$ cat src/rtl/fetch_pkg.sv
// rtl/fetch_pkg.sv - shared types and constants for the instruction-fetch stage
package fetch_pkg;

    typedef struct packed {
        logic [31:0] pc;
        logic [31:0] instr;
    } fetch_entry_t;

    localparam logic [31:0] INSTR_BYTES    = 32'd4;
    localparam logic [31:0] PC_READ_OFFSET = 32'd8;
    localparam logic [31:0] ARM_NOP        = 32'hE1A0_0000;

endpackage

$ cat src/rtl/fetch_unit_if.sv
// rtl/fetch_unit_if.sv - ROM, redirect and decode handshake bundle of the fetch stage
interface fetch_unit_if;

    logic [31:0] imem_a;
    logic [31:0] imem_rd;
    logic        branch_valid;
    logic [31:0] branch_target;
    logic        if_valid;
    logic        id_ready;
    logic [31:0] if_instr;
    logic [31:0] if_pc;
    logic [31:0] if_pc_plus8;

    modport master (
        output imem_a,
        input  imem_rd,
        input  branch_valid,
        input  branch_target,
        output if_valid,
        input  id_ready,
        output if_instr,
        output if_pc,
        output if_pc_plus8
    );

    modport slave (
        input  imem_a,
        output imem_rd,
        output branch_valid,
        output branch_target,
        input  if_valid,
        output id_ready,
        input  if_instr,
        input  if_pc,
        input  if_pc_plus8
    );

endinterface

$ cat src/rtl/fetch_fifo.sv
// rtl/fetch_fifo.sv - skid FIFO of fetched {pc, instr} entries with flush
module fetch_fifo
    import fetch_pkg::*;
#(
    parameter int DEPTH = 2
) (
    input  logic                   clk,
    input  logic                   reset,
    input  logic                   push,
    input  logic                   pop,
    input  logic                   flush,
    input  fetch_entry_t           din,
    output fetch_entry_t           head,
    output logic [$clog2(DEPTH):0] count,
    output logic                   full,
    output logic                   empty
);

    localparam int AW = $clog2(DEPTH);
    localparam int CW = AW + 1;

    fetch_entry_t   mem [DEPTH];
    logic [AW-1:0]  wptr;
    logic [AW-1:0]  rptr;
    logic           do_push;
    logic           do_pop;

    assign full    = (count == CW'(DEPTH));
    assign empty   = (count == '0);
    // a full FIFO may still accept a push when the head leaves in the same cycle
    assign do_pop  = pop & ~empty;
    assign do_push = push & (~full | do_pop);
    assign head    = mem[rptr];

    always_ff @(posedge clk or posedge reset) begin
        if (reset) begin
            wptr  <= '0;
            rptr  <= '0;
            count <= '0;
        end else if (flush) begin
            wptr  <= '0;
            rptr  <= '0;
            count <= '0;
        end else begin
            if (do_push) wptr <= wptr + 1'b1;
            if (do_pop)  rptr <= rptr + 1'b1;
            case ({do_push, do_pop})
                2'b10:   count <= count + 1'b1;
                2'b01:   count <= count - 1'b1;
                default: count <= count;
            endcase
        end
    end

    always_ff @(posedge clk) begin
        if (do_push && !flush) mem[wptr] <= din;
    end

endmodule

$ cat src/rtl/fetch_unit.sv
// rtl/fetch_unit.sv - PC register, ROM addressing and decode handoff of the ARM fetch stage
module fetch_unit
    import fetch_pkg::*;
#(
    parameter logic [31:0] RESET_PC = 32'h0000_0000,
    parameter int          DEPTH    = 2,
    parameter logic [31:0] NOP_WORD = ARM_NOP
) (
    input  logic         clk,
    input  logic         reset,
    fetch_unit_if.master bus
);

    logic [31:0]            pc;
    logic                   push;
    logic                   pop;
    fetch_entry_t           din;
    fetch_entry_t           head;
    logic [$clog2(DEPTH):0] count;
    logic                   full;
    logic                   empty;

    assign pop  = bus.if_valid & bus.id_ready;
    // a redirect suppresses the push so the word fetched from the old path is dropped
    assign push = ~bus.branch_valid & (~full | pop);
    assign din  = '{pc: pc, instr: bus.imem_rd};

    always_ff @(posedge clk or posedge reset) begin
        if (reset)
            pc <= {RESET_PC[31:2], 2'b00};
        else if (bus.branch_valid)
            pc <= {bus.branch_target[31:2], 2'b00};
        else if (push)
            pc <= pc + INSTR_BYTES;
    end

    fetch_fifo #(.DEPTH(DEPTH)) u_fifo (
        .clk   (clk),
        .reset (reset),
        .push  (push),
        .pop   (pop),
        .flush (bus.branch_valid),
        .din   (din),
        .head  (head),
        .count (count),
        .full  (full),
        .empty (empty)
    );

    assign bus.imem_a      = pc;
    assign bus.if_valid    = |count;
    assign bus.if_instr    = empty ? NOP_WORD : head.instr;
    assign bus.if_pc       = empty ? 32'h0 : head.pc;
    assign bus.if_pc_plus8 = bus.if_pc + PC_READ_OFFSET;

endmodule
$ cat src/flat_wrapper.sv
// flat-port wrapper written by rule: the top's interface ports become plain ports
module fetch_unit_flat import fetch_pkg::*;
#(
    parameter logic [31:0] RESET_PC = 32'h0000_0000,
    parameter int          DEPTH    = 2,
    parameter logic [31:0] NOP_WORD = ARM_NOP
)
  (clk, reset, bus_imem_a, bus_imem_rd, bus_branch_valid, bus_branch_target, bus_if_valid, bus_id_ready, bus_if_instr, bus_if_pc, bus_if_pc_plus8);
  fetch_unit_if bus_i ();
  input  logic clk;
  input  logic reset;
  output wire logic [$bits(bus_i.imem_a)-1:0] bus_imem_a;
  input wire logic [$bits(bus_i.imem_rd)-1:0] bus_imem_rd;
  input wire logic [$bits(bus_i.branch_valid)-1:0] bus_branch_valid;
  input wire logic [$bits(bus_i.branch_target)-1:0] bus_branch_target;
  output wire logic [$bits(bus_i.if_valid)-1:0] bus_if_valid;
  input wire logic [$bits(bus_i.id_ready)-1:0] bus_id_ready;
  output wire logic [$bits(bus_i.if_instr)-1:0] bus_if_instr;
  output wire logic [$bits(bus_i.if_pc)-1:0] bus_if_pc;
  output wire logic [$bits(bus_i.if_pc_plus8)-1:0] bus_if_pc_plus8;
  assign bus_imem_a = bus_i.imem_a;
  assign bus_i.imem_rd = bus_imem_rd;
  assign bus_i.branch_valid = bus_branch_valid;
  assign bus_i.branch_target = bus_branch_target;
  assign bus_if_valid = bus_i.if_valid;
  assign bus_i.id_ready = bus_id_ready;
  assign bus_if_instr = bus_i.if_instr;
  assign bus_if_pc = bus_i.if_pc;
  assign bus_if_pc_plus8 = bus_i.if_pc_plus8;
  fetch_unit #(.RESET_PC(RESET_PC), .DEPTH(DEPTH), .NOP_WORD(NOP_WORD)) u_core (.clk(clk), .reset(reset), .bus(bus_i));
endmodule
$ cat config.mk
export PLATFORM = sky130hd
export DESIGN_NAME = fetch_unit_flat
export DESIGN_NICKNAME = d
export VERILOG_FILES = /design/src/rtl/fetch_pkg.sv /design/src/rtl/fetch_unit_if.sv /design/src/rtl/fetch_fifo.sv /design/src/rtl/fetch_unit.sv /design/src/flat_wrapper.sv
export SDC_FILE = /design/constraint.sdc
export NUM_CORES = 1
export LEC_CHECK = 0
export BUFFER_PORTS_ARGS = -buffer_cell sky130_fd_sc_hd__buf_2
export CAP_MARGIN = 20
export CORE_ASPECT_RATIO = 0.75
export CORE_MARGIN = 8
export CORE_UTILIZATION = 30
export CTS_BUF_LIST = sky130_fd_sc_hd__clkbuf_8 sky130_fd_sc_hd__clkbuf_16
export CTS_CLUSTER_SIZE = 40
export DETAILED_ROUTE_END_ITERATION = 10
export PLACE_DENSITY = 0.62
export SYNTH_ARGS = -nofsm -noshare
export SYNTH_HDL_FRONTEND = slang
export SYNTH_HIERARCHICAL = 1
export SYNTH_SLANG_ARGS = --single-unit
$ cat constraint.sdc
create_clock -name clk -period 8.93 [get_ports clk]
set_input_delay 0.893 -clock clk [delete_from_list [all_inputs] [get_ports clk]]
set_output_delay 0.893 -clock clk [all_outputs]
set_load 0.005 [all_outputs]
==> run_results.csv <==
group,metric,value,unit
sta,finClkSkew,0.0122,ns
global_route,grt_pass1_wl,32700,um
floorplanning,die_y,156,um
yosys,seq_area_frac_synth,60.1,%
global_route,grt_overflow_total,0,
yosys,synth.most_common_cell,"edfxtp_1",
drt,ant_nets,0,
yosys,synth_area_leaders,"edfxtp_1 (49%), dfrtp_1 (11%), mux2_2 (9.2%), nor2b_1 (4.6%), xnor2_1 (3.1%)",
yosys,ys_dominant_reg_cell,"edfxtp_1",
job,drv_cap,0,
yosys,synthCells,610,
clocking,clock-sinks,162,
pwr,p_total,0.00194,W
critical_path,critPathKind,"flip-flop to primary output",
sta,finalCritPeriodShare,51.5,%
yosys,async_reset_ff_share,21.0,%
floorplanning,row_count,51,
pwr,ir_worst_vdd,0.000125,V
sta,max_clock_freq,0.218,GHz
clocking,clkLatencyLatePin,0.42,ns
drt,wl,21600,um
clocking,h-tree-depth,4,
floorplanning,ios,197,
critical_path,r2r_start,"u_core/u_fifo/count[0]",
clocking,clk_pin_slew,0.07,ns
sta,min_period,4.60,ns
status,status,"complete, no violations",
critical_path,reg2reg_slack,6.06,ns
clocking,holdBufCountCts,0,
drt,routed-via-count,5504,
cells_and_area,num-nets-final,869,
pwr,power_frac_seq,47.2,%
pwr,p_per_area,200,mW/mm2
yosys,synth_common_cells,"edfxtp_1 (128), mux2_2 (64), nor2b_1 (58), nand2_1 (36), dfrtp_1 (34)",
critical_path,r2r_end,"u_core/u_fifo/mem[1][31]",
sta,setup_viol,0,
yosys,syn_avg_cell_area,12.8,um2
critical_path,worstPathMaxFanout,38,
yosys,syn-cell-area,0.00780,mm2
global_route,antenna_found_initial,2,
critical_path,cp_data_required_time,8.04,ns
yosys,synth_cell_types,53,
pwr,internal_power,0.00140,W
sta,max_slew_margin,33.3,%
clocking,clk_path_buf_depth,2,
sta,hold_viol,0,
placed_design,dpl.hpwl,15300,um
yosys,synth_warnings,6,
floorplanning,initial_core_util,30.3,%
global_route,grt_max_degree,65,
worst_hold_path,hp-class,"input port to async pin",
drt,route.detailed.drc,0,
sta,final.setup.tns,0,ns
sta,slew_viol_final,0,
clocking,cts_made_buffers,17,
placed_design,io_buffers,192,
pwr,clkPwrFrac,37.6,%
critical_path,start_kind,"flip-flop",
floorplanning,die_w,202,um
critical_path,worstSetupEndpointType,"primary output",
global_route,track_usage,13.4,%
cells_and_area,drive_gt1_share,38.7,%
critical_path,cp.arrival,3.70,ns
global_route,first_global_vias,5500,
clocking,cts_setup_buffers,0,
pwr,pwr-share-comb,15.3,%
yosys,synth-seq-cells,162,
drt,wl_per_cell,18.7,um
drt,drt_pass1_iterations,7,
pwr,p_switching,0.000538,W
critical_path,worstRegToRegCells,6,
drt,viasPerCell,4.75,
pwr,p_leak,3.72,nW
floorplanning,design.core.area,0.0258,mm2
yosys,synth-edff-count,128,
pwr,p_sw_share,27.8,%
clocking,cts_resized,0,
sta,tightestPinTransition,1.00,ns
yosys,synth_area_leader_cell,"edfxtp_1",
yosys,synth.top_cell.area_share,49.2,%
cells_and_area,syn2layout_area_growth,24.0,%
floorplanning,fp.dieArea,0.0315,mm2
drt,dr.first_iter.drc_count,255,
clocking,cts_tree,"built",
sta,rsz0062_at_grt,"false",
placed_design,gp_congestion,0.778,
clocking,cts_root_buf,"clkbuf_16",
-- power by group through the flow --
stage | Sequential (W) | Clock, W | Combinational, W
2_1_floorplan | 0.000915 | 0 | 0.000176
3_3_place_gp | 0.000929 | 0 | 0.000301
3_5_place_dp | 0.000931 | 0 | 0.000303
4_1_cts | 0.000915 | 0.000752 | 0.000305
5_1_grt | 0.000922 | 0.000784 | 0.000329
6_report | 0.000914 | 0.000727 | 0.000296
-- worst max-delay path, cell delays in order, from the launching register on --
cell and delay [ns]:
dfrtp_1 0.54, nor2_4 0.06, buf_4 0.24, buf_4 0.31, nor2b_1 0.27, ha_1 0.23
nand3_1 0.22, nor4_4 0.73, nand3_1 0.26, xnor2_1 0.24, buf_2 0.14
-- routing by layer --
metal  up-vias  track usage [%]  part of all wire [%]
li1       2642                -                     -
met1      2704             18.1                    46
met2       144             20.7                    45
met3        10             4.32                   7.9
met4         4             2.83                  0.70
met5         -                0                 0.083
-- worst max-delay path by stage --
stage                           start                      end  slack [ns]  depth (start not counted)
6_report       u_core/u_fifo/count[1]      bus_if_pc_plus8[23]        4.33                         10
5_1_grt        u_core/u_fifo/count[1]      bus_if_pc_plus8[23]        3.92                         10
4_1_cts        u_core/u_fifo/count[1]      bus_if_pc_plus8[23]        4.18                         10
3_5_place_dp   u_core/u_fifo/count[1]      bus_if_pc_plus8[23]        4.65                         10
3_3_place_gp   u_core/u_fifo/count[1]      bus_if_pc_plus8[23]        4.64                         10
2_1_floorplan        bus_branch_valid  u_core/u_fifo/mem[1][0]        1.94                          5
-- metrics by stage --
stage | setup slack [ns] | instance area (um2) | utilization [%] | hold WS (ns) | std cells
floorplan | 1.94 | 7820 | - | 0.494 | 615
global placement | 4.64 | 9090 | 35.2 | 0.539 | 1124
detailed placement | 4.65 | 9090 | 35.2 | 0.543 | 1124
CTS | 4.18 | 9670 | 37.5 | 0.345 | 1156
global route | 3.92 | 9670 | 37.5 | 0.354 | 1156
finish | 4.33 | 9680 | 37.5 | 0.358 | 1158
-- sequential cells by signal, indices dropped and copies added (netlist names) --
name	count
u_core/u_fifo/rptr	1
u_core/u_fifo/count	2
u_core/u_fifo/mem	128
u_core/bus.imem_a	30
u_core/u_fifo/wptr	1
-- placed cells by master (no fill, tap or decap), types with 4 or more instances in the layout --
cell,count
inv_8,4
xor2_1,8
inv_1,15
nand2_1,36
a311o_1,5
and3_1,7
and4_1,6
nand4b_1,4
a21oi_1,8
conb_1,6
nand4_1,16
o31ai_1,9
edfxtp_1,128
clkbuf_16,17
nor3_1,5
nor2b_1,58
mux2_2,64
buf_2,192
or2_2,8
inv_6,7
nor2_1,29
a31oi_1,13
or4_1,11
xnor2_1,28
dfrtp_1,33
buf_4,7
o21ai_0,12
a211oi_1,5
nand3_1,28
-- cells by family (layout without fill, tap and decap cells) --
| logic type | after synthesis | in the layout | share of synthesized area [%] |
|---|---|---|---|
| muxes | 67 | 67 | 9.68 |
| DFF | 162 | 162 | 60.1 |
| xor gates and xnor gates | 36 | 36 | 4.04 |
| other | 1 | 8 | 0.0480 |
| adders and majority gates | 2 | 2 | 0.321 |
| buffers and inverters | 49 | 246 | 3.32 |
| and+or+nand+nor | 229 | 229 | 16.8 |
| AOI/OAI and AO/OA | 64 | 64 | 5.63 |
-- area by class of cell --
type	count	area, um2
Fill cell	2552	16100
Clock buffer	17	425
Tap cell	344	430
Multi-Input combinational cell	404	2890
Sequential cell	162	4700
Antenna cell	2	5.00
Clock inverter	15	159
Inverter	15	56.3
Timing Repair Buffer	199	1010
(Power assumes the default switching activity.)
